<file path="src/rtl/greenflow_power_ramp.sv">
`default_nettype none
// ============================================================================
// greenflow_power_ramp : slew-limited charger setpoint with fault shutdown,
// cooldown holdoff and valid/ready command delivery.
// Optional charger watchdog: define GREENFLOW_RAMP_WDOG_EN.
// Revision: 1.0
// ============================================================================
module greenflow_power_ramp #(
    parameter logic [15:0] RAMP_STEP     = 16'd5,
    parameter logic [15:0] TICK_DIV      = 16'd1000,
    parameter logic [7:0]  HOLDOFF_TICKS = 8'd8,
    parameter logic [15:0] WDOG_CYCLES   = 16'd1024
) (
    input  logic        clk,
    input  logic        rst_n,
    input  logic [15:0] gate_power_kw,
    input  logic [1:0]  gate_status,
    output logic        cmd_valid,
    input  logic        cmd_ready,
    output logic [15:0] cmd_kw,
    output logic [15:0] setpoint_kw,
    output logic [1:0]  ramp_state,
    output logic [7:0]  fault_count,
    output logic        cmd_timeout
);

    typedef enum logic [1:0] {
        ST_IDLE     = 2'b00,
        ST_RAMP     = 2'b01,
        ST_HOLD     = 2'b10,
        ST_SHUTDOWN = 2'b11
    } state_t;

    state_t      r_state, w_state_next;
    logic [15:0] r_presc, w_presc_next;
    logic [7:0]  r_holdoff, w_holdoff_next;
    logic [15:0] r_setpoint, w_sp_next;
    logic [15:0] r_cmd_kw, w_kw_next;
    logic        r_cmd_valid, w_valid_next;
    logic [15:0] r_last_acc, w_acc_next;
    logic [7:0]  r_fault_count, w_count_next;
    logic        r_fault_q;

    logic        w_tick, w_fault, w_entry, w_shut, w_xfer;
    logic        w_wdog_trip, w_timeout;
    logic [15:0] w_diff, w_step, w_sp_inc, w_issue_val;
    logic [16:0] w_sum;

    assign w_tick  = (r_presc == TICK_DIV - 16'd1);
    assign w_fault = gate_status[1];
    assign w_entry = (w_fault & ~r_fault_q) | w_wdog_trip;
    assign w_shut  = w_fault | w_wdog_trip | w_timeout;
    assign w_xfer  = r_cmd_valid & cmd_ready;

    // Step is clipped to the remaining distance so the ramp never overshoots.
    assign w_diff   = gate_power_kw - r_setpoint;
    assign w_step   = (w_diff < RAMP_STEP) ? w_diff : RAMP_STEP;
    assign w_sum    = {1'b0, r_setpoint} + {1'b0, w_step};
    assign w_sp_inc = w_sum[16] ? 16'hFFFF : w_sum[15:0];

    always_comb begin
        w_state_next   = r_state;
        w_presc_next   = w_tick ? 16'd0 : r_presc + 16'd1;
        w_holdoff_next = r_holdoff;
        w_sp_next      = r_setpoint;
        w_kw_next      = r_cmd_kw;
        w_valid_next   = r_cmd_valid;
        w_acc_next     = w_xfer ? r_cmd_kw : r_last_acc;
        w_count_next   = r_fault_count;
        w_issue_val    = r_setpoint;

        if (w_shut) begin
            w_sp_next      = 16'd0;
            w_state_next   = ST_SHUTDOWN;
            w_holdoff_next = HOLDOFF_TICKS;
        end else if (r_state == ST_SHUTDOWN) begin
            w_sp_next = 16'd0;
            if (r_holdoff == 8'd0)
                w_state_next = ST_IDLE;
            else if (w_tick)
                w_holdoff_next = r_holdoff - 8'd1;
        end else begin
            if (gate_power_kw < r_setpoint)
                w_sp_next = gate_power_kw;
            else if ((gate_power_kw > r_setpoint) && w_tick && !r_cmd_valid)
                w_sp_next = w_sp_inc;

            if ((w_sp_next == 16'd0) && (gate_power_kw == 16'd0))
                w_state_next = ST_IDLE;
            else if (w_sp_next < gate_power_kw)
                w_state_next = ST_RAMP;
            else
                w_state_next = ST_HOLD;
        end

        // A simultaneous decrease is issued directly so a stale higher value never goes out.
        if (w_sp_next < r_setpoint)
            w_issue_val = w_sp_next;

        if (w_entry) begin
            w_valid_next = 1'b1;
            w_kw_next    = 16'd0;
        end else if (r_cmd_valid && !cmd_ready) begin
            if (w_sp_next < r_cmd_kw)
                w_kw_next = w_sp_next;
        end else if (w_issue_val != w_acc_next) begin
            w_valid_next = 1'b1;
            w_kw_next    = w_issue_val;
        end else begin
            w_valid_next = 1'b0;
        end

        if (w_entry && (r_fault_count != 8'hFF))
            w_count_next = r_fault_count + 8'd1;
    end

    always_ff @(posedge clk or negedge rst_n) begin
        if (!rst_n) begin
            r_state       <= ST_IDLE;
            r_presc       <= 16'd0;
            r_holdoff     <= 8'd0;
            r_setpoint    <= 16'd0;
            r_cmd_kw      <= 16'd0;
            r_cmd_valid   <= 1'b0;
            r_last_acc    <= 16'd0;
            r_fault_count <= 8'd0;
            r_fault_q     <= 1'b0;
        end else begin
            r_state       <= w_state_next;
            r_presc       <= w_presc_next;
            r_holdoff     <= w_holdoff_next;
            r_setpoint    <= w_sp_next;
            r_cmd_kw      <= w_kw_next;
            r_cmd_valid   <= w_valid_next;
            r_last_acc    <= w_acc_next;
            r_fault_count <= w_count_next;
            r_fault_q     <= w_fault;
        end
    end

`ifdef GREENFLOW_RAMP_WDOG_EN
    logic [15:0] r_wdog;
    logic        r_timeout;

    assign w_wdog_trip = r_cmd_valid & ~cmd_ready & ~r_timeout &
                         (r_wdog == WDOG_CYCLES - 16'd1);
    assign w_timeout   = r_timeout;
    assign cmd_timeout = r_timeout;

    always_ff @(posedge clk or negedge rst_n) begin
        if (!rst_n) begin
            r_wdog    <= 16'd0;
            r_timeout <= 1'b0;
        end else begin
            if (r_cmd_valid && !cmd_ready && !r_timeout)
                r_wdog <= r_wdog + 16'd1;
            else
                r_wdog <= 16'd0;
            if (w_wdog_trip)
                r_timeout <= 1'b1;
        end
    end
`else
    assign w_wdog_trip = 1'b0;
    assign w_timeout   = 1'b0;
    assign cmd_timeout = 1'b0 & (|WDOG_CYCLES);
`endif

    assign cmd_valid   = r_cmd_valid;
    assign cmd_kw      = r_cmd_kw;
    assign setpoint_kw = r_setpoint;
    assign ramp_state  = r_state;
    assign fault_count = r_fault_count;

endmodule
`default_nettype wire

</file>
<file path="config.mk">
export PLATFORM = sky130hd
export DESIGN_NAME = greenflow_power_ramp
export DESIGN_NICKNAME = d
export VERILOG_FILES = /design/src/rtl/greenflow_power_ramp.sv
export SDC_FILE = /design/constraint.sdc
export NUM_CORES = 1
export LEC_CHECK = 0
export ABC_AREA = 1
export CORE_MARGIN = 5
export CORE_UTILIZATION = 65
export DETAILED_ROUTE_END_ITERATION = 10
export DONT_BUFFER_PORTS = 1
export PLACE_DENSITY_LB_ADDON = 0.15
export SLEW_MARGIN = 20
export SYNTH_ARGS = -nofsm -noshare
export SYNTH_HDL_FRONTEND = slang
export SYNTH_SLANG_ARGS = --single-unit
</file>
<file path="constraint.sdc">
create_clock -name clk -period 9.3 [get_ports clk]
set_clock_uncertainty 0.15 [all_clocks]
set_input_delay 1.86 -clock clk [delete_from_list [all_inputs] [get_ports clk]]
set_output_delay 1.86 -clock clk [all_outputs]
set_load 0.005 [all_outputs]
</file>
## Word-level counts from Yosys, hierarchy flattened

Index checks and enable logic that the tools add are counted.

| storage, ports and cells | value |
|---|---|
| register bits | 84 |
| latch bits | 0 |
| bits in writable memories | 0 |
| memory bits (read-only) | 0 |
| input port bits | 21 |
| output and inout port bits | 44 |
| logic and storage cells | 73 |
| memories | 0 |

| operators by class | value |
|---|---|
| add/sub/neg operators | 5 |
| multipliers | 0 |
| div/mod/pow operators | 0 |
| magnitude comparators | 6 |
| equality and inequality tests | 8 |
| shift-type cells | 0 |
| muxes and demuxes | 27 |
| bitwise gates (word level) | 3 |
| reductions and logical operators | 15 |

Operators by type and width:

| kind | number |
|---|---|
| $mux 16 | 15 |
| $lt 16x16->1 | 4 |
| $logic_not 16->1 | 2 |
| $mux 8 | 4 |
| $add 16x16->17 | 1 |
| $add 16x1->16 const B | 1 |
| $eq 16x10->1 const B | 1 |
| $gt 16x16->1 | 1 |
| $lt 16x3->1 const B | 1 |
| $ne 16x16->1 | 1 |
| $sub 16x16->16 | 1 |
| $mux 2 | 5 |
| $add 8x1->8 const B | 1 |
| $logic_not 8->1 | 1 |
| $ne 8x8->1 const B | 1 |
| $sub 8x1->8 const B | 1 |
| $ne 3x2->1 const B | 2 |
| $logic_and 1x1->1 | 5 |
| $ne 2x2->1 const B | 2 |
| $reduce_bool 2->1 | 2 |
| $mux 1 | 3 |
| $reduce_and 3->1 | 1 |
| $reduce_bool 3->1 | 1 |
| $and 1x1->1 | 2 |
| other kinds (4) | 5 |

## Depth between registers and ports, before layout

| depth | value |
|---|---|
| depth in word-level cells | 17 |
| depth in mapped cells | 51 |
| depth with buffers taken out | 49 |

## Worst setup path after synthesis

Ideal clock, no wire load.

| timing | value |
|---|---|
| kind | input port to flip-flop |
| start point | in gate_power_kw[0] |
| end point | reg r_cmd_kw[2] (netlist: cmd_kw[2]) |
| setup time | 117 ps |
| data arrival time | 7707 ps |
| data required time | 9033 ps |
| slack | 1327 ps |
| stages on the path | 44 |
| path buffers | 3 |
| path through | inv_1 -> ha_1 -> fa_1 -> inv_1 -> nand3_1 -> nand2_1 -> nand2_1 -> nand2_1 -> nand2_1 -> nand2_1 -> nand3_1 -> nor2_1 -> nand3_1 -> or2_2 -> ha_1 -> nand3_1 -> nand2_1 -> a21oi_1 -> (+8 left out) -> inv_1 -> ha_1 -> a21oi_1 -> nor2_1 -> a211oi_1 -> o221a_2 -> buf_1 -> buf_2 -> nand3_1 -> nand3_1 -> nand2_1 -> nor2_1 -> nand2_1 -> nor2_2 -> nand3_4 -> buf_2 -> nand3_1 -> nand2_1 |

| between the ends | value |
|---|---|
| longest elaborated chain between the ends | 16 |
| elaborated cells on any way between the ends | 26 |
| classes of those cells | add/sub: 2; order compare: 5; eq/ne: 2; mux: 13; reduce/logical: 4 |

Ends and longest elaborated chain:

| element | line | RTL |
|---|---|---|
| start, declared | 16 | `input logic [15:0] gate_power_kw,` |
| $sub 16x16->16 | 56 | `assign w_diff = gate_power_kw - r_setpoint;` |
| $lt 16x3->1 | 57 | `assign w_step = (w_diff < RAMP_STEP) ? w_diff : RAMP_STEP;` |
| $mux 16 | 57 |  |
| $add 16x16->17 | 58 | `assign w_sum = {1'b0, r_setpoint} + {1'b0, w_step};` |
| $mux 16 | 59 | `assign w_sp_inc = w_sum[16] ? 16'hFFFF : w_sum[15:0];` |
| $mux 16 | 85 | `else if ((gate_power_kw > r_setpoint) && w_tick && !r_cmd_valid)` |
| $mux 16 * | 83 | `if (gate_power_kw < r_setpoint)` |
| $mux 16 * | 76 | `end else if (r_state == ST_SHUTDOWN) begin` |
| $mux 16 * | 72 | `if (w_shut) begin` |
| $mux 16 * | 76 |  |
| $mux 16 * | 72 |  |
| via w_sp_next[9] | 37 | `logic [15:0] r_setpoint, w_sp_next;` |
| $lt 16x16->1 | 97 | `if (w_sp_next < r_setpoint)` |
| $mux 16 | 97 |  |
| $ne 16x16->1 or $mux 16 (tied branches) | 106 | `end else if (w_issue_val != w_acc_next) begin` |
| $reduce_bool 3->1 (no line) or $mux 16 (tied branches) | -- |  |
| $reduce_and 2->1 (no line) or $mux 16 (tied branches) | -- |  |
| end signal, assigned | 133 | `r_cmd_kw <= w_kw_next;` |
| end, declared | 38 | `logic [15:0] r_cmd_kw, w_kw_next;` |

The timed path passes the listed nets; every way through them passes the cells marked *. The select of a mux whose other input is x is not followed.
A chain may end at the register's enable or synchronous reset.

## Worst setup path after layout

| timing | value |
|---|---|
| start point | in gate_power_kw[0] |
| end point | reg r_cmd_kw[0] (netlist: cmd_kw[0]) |

The elaborated chain is that of the path after synthesis.

==> impl_results.md <==
- CTS HTree Levels: 3
- Final critical-path setup slack: 0.720 ns
- Initial antenna violation count: 0
- Postcts setup bufs: 0
- Finished layout cell area: 8400 µm²
- DRT iter0 DRCs: 726
- LEAKAGE: between 4 and 5 nW
- Top Ports: 65
- Drt pass-1 iters: 6
- Post-route DRC: 0
- Slowest stage cell on the critical path: fa_1
- R2R cell count: 43
- Most used flip-flop cell after synthesis: dfrtp_1
- Number of library cell types mapped by synthesis: 53
- Worst path arrival time: 8.66 ns
- Maximum VDD drop: between 0.15 and 0.2 mV
- Grt total ovfl: 0
- CP Capture Type: flop
- Worst Hold Endpoint: r_presc[0]$_DFF_PN0_
- Clk_lat worst skew: between 0.3 and 0.4 ns
- CTS Hold Bufs: 0
- Commonest non-fill, non-tap cells in the layout: nand2_1 (326), inv_1 (205), nand3_1 (91)
- Hold Crit Depth: 1
- R2R setup slack: about 1.8 ns
- Share of layout cells above drive strength 1: 7.05%
- Die X: 119 µm
- CP dominant cell by count: nand2_1
- R2r startpoint: setpoint_kw[0]$_DFF_PN0_
- FILL cells: 978
- Syn-to-layout area delta: 9.37%
- First-pass GRT wire length: 32.8 mm
- Final hold vios: 0
- Hold Crit Class: flop to flop
- Placed cell area: about 8100 µm²
- Worst-path fanout max: 14
- Clock slew at reported path FFs: about 0.060 ns
- Finished Layout Cells: 1,334
- Die footprint: 14,100 µm²
- Post-synthesis cell count: 1,144
- Critical Path RT: 9.37 ns
- Setup WS pre-CTS: roughly 0.62 ns
- RePlAce Congestion: 0.990
- Nets: 1,291
- Worst slew margin: between 30% and 40%
- Total track usage: 28.4%
- I/O Buffers: 0
- Resize count post-CTS: 0
- CTS tree: yes
- Crit-path leading delay family: simple AND/OR/NAND/NOR gates
- Reg-to-reg endpoint: cmd_kw[0]$_DFFE_PN0P_
- Critical setup path kind: primary input to flop
- Area of the multi-input gates: 4700 µm²
- Pwr/cell area: roughly 200 nW/µm²
- FF+latch area: 2100 µm²
- Status: complete, no violations
- EDFF count, synth: 0
- Fmax: around 120 MHz
- Die Ht: ~120 µm
- Bufs on Longest Clock Path: 2
- Synth warn: 0
- Clock sinks: 84
- Slowest stage delay, CP: ~0.43 ns
- Number of global-route vias before repair: 6,836
- Sequential share of the synthesized area: 27.4%
- Max cap viols: 0
- Total Power: 0.00168 W
- Core Area: 11,500 µm²
- Routed length per placed instance: 15.1 µm
- Diode count: 0
- Post-DRT Antenna Nets: 0
- Routed vias: between 7,000 and 8,000
- FP Rows: 39
- Tcrit/Tclk final: 92.3%
- Mapped Area: 7680 µm²
- Seq cells post-synth: 84
- Inst Count DP: roughly 1,300
- Critical path startpoint category: primary input
- Initial Utilization: about 67%
- Largest net degree at the start of global routing: 85
- DP HPWL: 16.0 mm
- Total Wirelength: roughly 20 mm
- Num CTS Buffers: 9
- Root Driver: clkbuf_16
- Unrepaired setup endpoints after global routing: no
- Vias/cell: 5.61
- Most common cell after layout, fill and taps aside: nand2_1
- Async S/R FF share, synth: 100%
- Sum Neg Setup Slack: 0 ns
- Final setup vio count: 0
- HP Start: r_presc[0]$_DFF_PN0_
- Final Slew Violations: 0
- Worst-Margin Slew: 0.974 ns
- Min Tclk post-route: 8.58 ns
- Synthesized area per cell: 6.71 µm²
- Worst path bufs/invs: 6
==> cell usage after synthesis, types with 3 or more instances <==
library cell  instances  area [µm²]
a211oi_1              4        30.0
a21oi_1              65         325
buf_2                 5        25.0
buf_8                 3        45.0
clkbuf_1              7        26.3
dfrtp_1              84        2100
ha_1                 80        1000
inv_1               205         769
inv_2                 5        18.8
nand2_1             326        1220
nand2_2               6        37.5
nand3_1              91         455
nand3_2               4        40.0
nand3b_1              3        22.5
nand4_1              13        81.3
nor2_1               64         240
nor3_1               15        75.1
nor3b_1               3        22.5
nor4_1               11        68.8
o211ai_1              8        60.1
o21ai_0              62         310
o21ai_1               7        35.0
o221ai_1              7        61.3
o22ai_1               5        31.3
xnor2_1               7        61.3
xor2_1               15         131
==> cell families (layout without fill, tap and decap cells) <==
logic type	Yosys count	count (layout)	synth area share, %
other cells	1	14	0.0489
buf+inv	230	264	12.1
simple gates	550	550	31.2
compound gates	174	174	13.0
mux	1	1	0.147
fa+ha+maj	82	82	13.6
flops	84	84	27.4
xor+xnor	22	22	2.51
==> cell type report <==
| cell class | count | share of cell area [%] |
|---|---|---|
| timing repair buffer | 40 | 3.87 |
| clock inverter | 5 | 0.939 |
| clock buffer | 9 | 2.68 |
| inverter | 210 | 9.39 |
| tap | 143 | 2.13 |
| multi-input combinational | 843 | 55.9 |
| sequential | 84 | 25.0 |
==> how the worst max path moves through the flow <==
stage / start / end / slack (ns) / cells past startpoint
final: gate_power_kw[0] / cmd_kw[0]$_DFFE_PN0P_ / 0.72 / 44
after global placement: gate_power_kw[0] / cmd_kw[0]$_DFFE_PN0P_ / 0.73 / 45
after detailed placement: gate_power_kw[0] / cmd_kw[0]$_DFFE_PN0P_ / 0.62 / 45
after floorplan: gate_power_kw[0] / cmd_kw[2]$_DFFE_PN0P_ / 1.33 / 44
after global routing: gate_power_kw[0] / cmd_kw[10]$_DFFE_PN0P_ / 0.37 / 44
after CTS: gate_power_kw[0] / cmd_kw[0]$_DFFE_PN0P_ / 0.96 / 48
==> flip-flops by register name, indices dropped and copies added, names as in the netlist <==
register     cells
cmd_kw          16
cmd_valid        1
fault_count      8
r_fault_q        1
r_holdoff        8
r_last_acc      16
r_presc         16
ramp_state       2
setpoint_kw     16
==> stage by stage <==
step | utilization, % | hold WS [ns]
5_1_grt | 72.9 | 0.359
2_1_floorplan | - | 0.283
3_3_place_gp | 70.3 | 0.308
3_5_place_dp | 70.3 | 0.317
6_report | 72.9 | 0.318
4_1_cts | 72.9 | 0.325
==> metal layers <==
layer  global-route usage, %  up-vias  part of all wire, %
met2                    43.5      281                   43
met1                    39.8     3360                   45
met3                    7.02       45                  9.5
met4                    8.76        0                  2.7
met5                       0        -                    0
li1                        -     3793                    -
==> report_power, final <==
| part | switching [W] | internal [W] | total, W | leakage (nW) |
|---|---|---|---|---|
| Clock | 0.000135 | 0.000231 | 0.000367 | 0.151 |
| Combinational | 0.000509 | 0.000314 | 0.000823 | 3.54 |
| Sequential | 0.0000614 | 0.000424 | 0.000486 | 1.09 |
| Total | 0.000706 | 0.000970 | 0.00168 | 4.78 |
No activity file was read; power rests on OpenSTA's default activity.
==> RTL change 1, RTL diff (same settings) <==
Add a define of `GREENFLOW_RAMP_WDOG_EN`.
--- a/src/rtl/greenflow_power_ramp.sv
+++ b/src/rtl/greenflow_power_ramp.sv
@@ -5,6 +5,8 @@
 // Optional charger watchdog: define GREENFLOW_RAMP_WDOG_EN.
 // Revision: 1.0
 // ============================================================================
+`define GREENFLOW_RAMP_WDOG_EN
+
 module greenflow_power_ramp #(
     parameter logic [15:0] RAMP_STEP     = 16'd5,
     parameter logic [15:0] TICK_DIV      = 16'd1000,
Function: same outputs for any inputs over 10 cycles, from zero or initial values and one cycle with rst_n low; that may be too few to reach the edited logic, so the function may still have changed.
==> RTL change 1 against the original RTL <==
  * Area after synthesis is 10% higher
  * Non-clock buffer count is 27 lower
  * Die area is 9.4% higher
  * Routed wire length is 9.5% higher
  * Core utilization is 1.4 points lower
  * Design area is 7.9% higher
  * Setup slack worse by 0.12 ns
  * Synthesized cell count is 8.9% higher
  * Register-to-register slack worse by 0.18 ns
  * Sequential cell count is 17 higher
  * Critical endpoint is now cmd_kw[15]$_DFFE_PN0P_
  * Largest cell class unchanged
Power is not compared: it rests on default switching activity, and its combinational part moved more than twofold at a synthesized area within 25%.
==> RTL change 1: results (changes against the original RTL) <==
metric;value;unit;change
crit path max fanout;12;;-2
DR vias;8177;;+9.3%
slowest stage delay, CP;0.42;ns;
CP Capture Point;cmd_kw[15]$_DFFE_PN0P_;;
Setup Slack @ Placement;0.233;ns;-0.383 ns
count of cell types in the netlist;54;;+1.9%
total CTS buffers;9;;unchanged
min cycle time layout;8.70;ns;+0.118 ns
non-filler cells, final;1443;;+8.2%
fin nets;1368;;+6.0%
FF-to-FF Start;setpoint_kw[0]$_DFF_PN0_;;
most frequent cells after synthesis;nand2_1, inv_1, nand3_1, dfrtp_1, nor2_1;;
slowest cell on the critical path;fa_1;;
outcome;finished clean;;
initial drt markers;646;;-11%
final weighted congestion in routability-driven placement;0.959;;-3.1%
Arrival @ worst endpoint;8.80;ns;+0.14 ns
DP HPWL;17.2;mm;+7.5%
Worst Tran Pin Value;0.946;ns;-0.0283 ns
crit path launch;gate_power_kw[0];;
r2r setup slk;1.60;ns;-0.18 ns
adder-cell area share of the yosys netlist;12.2;%;-1.4 points
share of the yosys chip area belonging to registers;29.9;%;+2.5 points
Post-Synth XOR/XNOR Area;2.07;%;-0.44 points
type of the worst min-delay path;reg -> reg;;
gr usage total;30.0;%;+1.6 points
drt first pass iters;5;;-1
# fillers;1108;;+13%
Area contributors post-synth;dfrtp_1, nand2_1, ha_1;;
first-pass GRT wire length;36.6;mm;+11%
initial antenna violation count;0;;unchanged
multiplexer area fraction after synthesis;0.266;%;+0.12 points
vias in the first global route;7748;;+13%
post-synthesis compound-gate area fraction;12.6;%;-0.40 points
clock slew seen by the registers of the worst setup and hold paths;0.07;ns;
Post-Synthesis Cells;1246;;+8.9%
largest net degree at the start of global routing;102;;+20%
drt total wl;22.0;mm;+9.5%
r2r worst-path depth;44;;+2.3%
clk_lat worst skew;0.36;ns;+0.02 ns
layout cells sized above 1;4.96;%;-2.1 points
[RTL change 1: cell types whose count changed after synthesis, sizes merged, moves of 3 or more]
cell and delta:
clkbuf +3, o211ai -4, nor2 +32, dfrtp +17, nand4 +5, a21oi +5, nand3 +23, nor3 +6
o21a +5, o22ai +4, inv +5, buf -6
[RTL change 1: worst min-delay path by stage]
stage                          endpoint  slack [ns]                     start  cells past startpoint
2_1_floorplan      r_presc[0]$_DFF_PN0_        0.28      r_presc[0]$_DFF_PN0_                      1
3_3_place_gp   r_holdoff[7]$_DFFE_PN0P_        0.30  r_holdoff[7]$_DFFE_PN0P_                      1
3_5_place_dp   r_holdoff[7]$_DFFE_PN0P_        0.30  r_holdoff[7]$_DFFE_PN0P_                      1
4_1_cts        r_holdoff[7]$_DFFE_PN0P_        0.31  r_holdoff[7]$_DFFE_PN0P_                      1
5_1_grt             r_wdog[0]$_DFF_PN0_        0.34       r_wdog[0]$_DFF_PN0_                      1
6_report            r_wdog[0]$_DFF_PN0_        0.31       r_wdog[0]$_DFF_PN0_                      1
[RTL change 1: power by group]
group          internal (uW)  switching, uW
logic                   47.8           81.7
clock network            221            178
registers                457           21.3
[RTL change 1: critical path: cells and delay by family]
kind | cells | cell delay (ns)
AND/OR/NAND/NOR | 24 | 2.79
AO/OA/AOI/OAI | 10 | 1.89
adder cells (fa/ha/maj) | 4 | 1.23
XOR/XNOR | 1 | 0.17
buffers and inverters | 6 | 0.83
[RTL change 1: cell families (layout without fill, tap and decap cells)]
family | count (synthesis) | after routing
xor gates and xnor gates | 20 | 20
buffers and inverters | 234 | 246
other | 1 | 13
DFF | 101 | 101
AOI/OAI and AO/OA | 187 | 187
and+or+nand+nor | 620 | 621
muxes | 2 | 2
adders and majority gates | 81 | 81
[RTL change 1: final cells by class]
class | instances | area, um^2 | share of cell area [%]
Clock buffer | 10 | 239 | 2.64
Clock inverter | 6 | 77.6 | 0.856
Inverter | 217 | 821 | 9.06
Multi-Input combinational cell | 924 | 5080 | 56.1
Sequential cell | 101 | 2530 | 27.9
Tap cell | 172 | 215 | 2.38
Timing Repair Buffer | 13 | 97.6 | 1.08
[RTL change 1: repair_timing]
item                                    4_1_cts  5_1_grt
setup buffers                                 0        1
hold buffers                                  0        0
endpoints found under the setup margin        0       16
resized for setup                             0        4
[RTL change 1: layer usage]
layer	global-route usage (%)	vias up	share of wire (%)	routed length [um]
li1	-	4095	-	-
met1	40.3	3736	44	9590
met2	48.9	304	46	10100
met3	5.95	42	8.3	1830
met4	9.92	0	2.2	476
met5	0	-	0	0
[RTL change 1: through the flow]
step                      total power (uW)  instance area [um^2]
after global routing                  1060                  9060
after detailed placement               615                  8720
after global placement                 609                  8720
after CTS                             1010                  9040
final                                 1010                  9060
after floorplan                        585                  8510
==> RTL change 2, RTL diff (same flow settings) <==
Without the edit above. Take the reset off `r_holdoff` and load it in a clocked block of its own.
--- a/src/rtl/greenflow_power_ramp.sv
+++ b/src/rtl/greenflow_power_ramp.sv
@@ -118,7 +118,6 @@
         if (!rst_n) begin
             r_state       <= ST_IDLE;
             r_presc       <= 16'd0;
-            r_holdoff     <= 8'd0;
             r_setpoint    <= 16'd0;
             r_cmd_kw      <= 16'd0;
             r_cmd_valid   <= 1'b0;
@@ -128,7 +127,6 @@
         end else begin
             r_state       <= w_state_next;
             r_presc       <= w_presc_next;
-            r_holdoff     <= w_holdoff_next;
             r_setpoint    <= w_sp_next;
             r_cmd_kw      <= w_kw_next;
             r_cmd_valid   <= w_valid_next;
@@ -136,6 +134,10 @@
             r_fault_count <= w_count_next;
             r_fault_q     <= w_fault;
         end
+    end
+
+    always_ff @(posedge clk) begin
+        r_holdoff <= w_holdoff_next;
     end
 
 `ifdef GREENFLOW_RAMP_WDOG_EN
Check against the original RTL: no difference found for any inputs over 10 cycles, from zero or initial values and one cycle with rst_n low; that may be too few to reach the edited logic, so the function may still have changed.
==> RTL change 2 against the original RTL <==
  * Total power is 20% lower
  * Worst hold slack worse by 0.0033 ns
  * Synthesized cell count is 1.3% higher
  * Sequential cell count stayed put
  * Via count is 0.66% higher
  * Design area is 1.4% lower
  * Setup slack worse by 0.044 ns
  * First-iteration DRC count is 15% lower
  * Area after synthesis is 0.75% higher
  * Routed wire length hardly changed
  * Critical endpoint is now cmd_kw[13]$_DFFE_PN0P_
==> RTL change 2: results (changes against the original RTL) <==
metric;value;unit;change
worst hold start;r_holdoff[0]$_SDFFE_PP0P_;;
crit path max fanout;17;;+3
Area contributors post-synth;dfrtp_1, nand2_1, ha_1;;
adder-cell area share of the yosys netlist;13.5;%;-0.10 points
first-pass GRT wire length;32.8;mm;-0.11%
Worst slew margin;40.8;%;+5.9 points
vias in the first global route;6822;;-0.20%
Lkg Pwr;0.00461;uW;-3.5%
r2r endpoint;cmd_kw[13]$_DFFE_PN0P_;;
CP Capture Point;cmd_kw[13]$_DFFE_PN0P_;;
gr usage total;28.2;%;-0.22 points
Fin Hold WS;0.314;ns;-0.00331 ns
count of cell types in the netlist;51;;-3.8%
# fillers;998;;+2.0%
share of the yosys chip area belonging to registers;26.7;%;-0.72 points
met1 GRT Util;38.4;%;-1.4 points
most frequent cells after synthesis;nand2_1, inv_1, nand3_1, ha_1, dfrtp_1;;
Area after DPL;7890;um^2;-2.5%
post-synthesis compound-gate area fraction;12.3;%;-0.74 points
ys async rst share;90.5;%;-9.5 points
final weighted congestion in routability-driven placement;0.974;;-1.6%
layout cells sized above 1;6.85;%;-0.21 points
Arrival @ worst endpoint;8.72;ns;+0.06 ns
DP HPWL;15.8;mm;-1.1%
drt total wl;20.1;mm;about the same
slowest cell on the critical path;fa_1;;
r2r worst-path depth;48;;+12%
Worst VDD drop;0.188;mV;+5.3%
largest net degree at the start of global routing;77;;-9.4%
GRT met3 Usage;6.35;%;-0.67 points
DR vias;7528;;+0.66%
Hold Path Sink;r_holdoff[0]$_SDFFE_PP0P_;;
Setup WS post-layout;0.675;ns;-0.0442 ns
Post-Synthesis Cells;1159;;+1.3%
r2r setup slk;1.74;ns;-0.04 ns
Setup Slack @ Placement;0.326;ns;-0.290 ns
outcome;finished clean;;
GR Util met2;44.8;%;+1.3 points
clk_lat worst skew;0.36;ns;+0.02 ns
## RTL change 2: cell types whose count changed after synthesis, sizes merged, moves of 5 or more
cell,unedited run,this run
dfxtp,0,8
dfrtp,84,76
nand3,96,102
clkbuf,7,12
o21ai,70,62
nor2,68,76
nor4,13,7
nand4,13,22
a21oi,65,58
buf,13,8
## RTL change 2: area by class of cell
| type | count | area, um^2 | area share (%) |
|---|---|---|---|
| Multi-Input combinational cell | 856 | 4820 | 58.2 |
| Sequential cell | 84 | 2060 | 24.9 |
| Inverter | 214 | 803 | 9.70 |
| Clock buffer | 10 | 239 | 2.89 |
| Tap cell | 143 | 179 | 2.16 |
| Timing Repair Buffer | 13 | 101 | 1.22 |
| Clock inverter | 6 | 75.1 | 0.907 |
## RTL change 2: per-layer routing
| layer | vias up | routed length, um | part of all wire (%) |
|---|---|---|---|
| met1 | 3404 | 8900 | 44 |
| li1 | 3800 | - | - |
| met2 | 283 | 9210 | 46 |
| met5 | - | 0 | 0 |
| met3 | 41 | 1550 | 7.7 |
| met4 | 0 | 456 | 2.3 |
## RTL change 2: cell families (layout without fill, tap and decap cells)
group,Yosys count,in the layout
flip-flops,84,84
AO/OA/AOI/OAI,164,164
multiplexers,1,1
adder cells (fa/ha/maj),82,82
other,1,14
AND/OR/NAND/NOR,569,571
XOR/XNOR,24,24
buffers and inverters,234,243
## RTL change 2: what timing repair did
action	CTS	global route
gates resized for setup	0	3
setup endpoints to repair	0	17
setup buffers	0	7
## RTL change 2: worst max-delay path: cells and delay by family
kind                       cells  cell delay, ns
AOI/OAI and AO/OA              5            0.99
adders and majority gates      4            1.25
xor gates and xnor gates       1            0.14
buffers and inverters          9            1.21
and+or+nand+nor               30            3.27
## RTL change 2: power by group
part / internal [uW] / switching, uW
logic: 174 / 320
clock network: 220 / 159
registers: 414 / 52.9
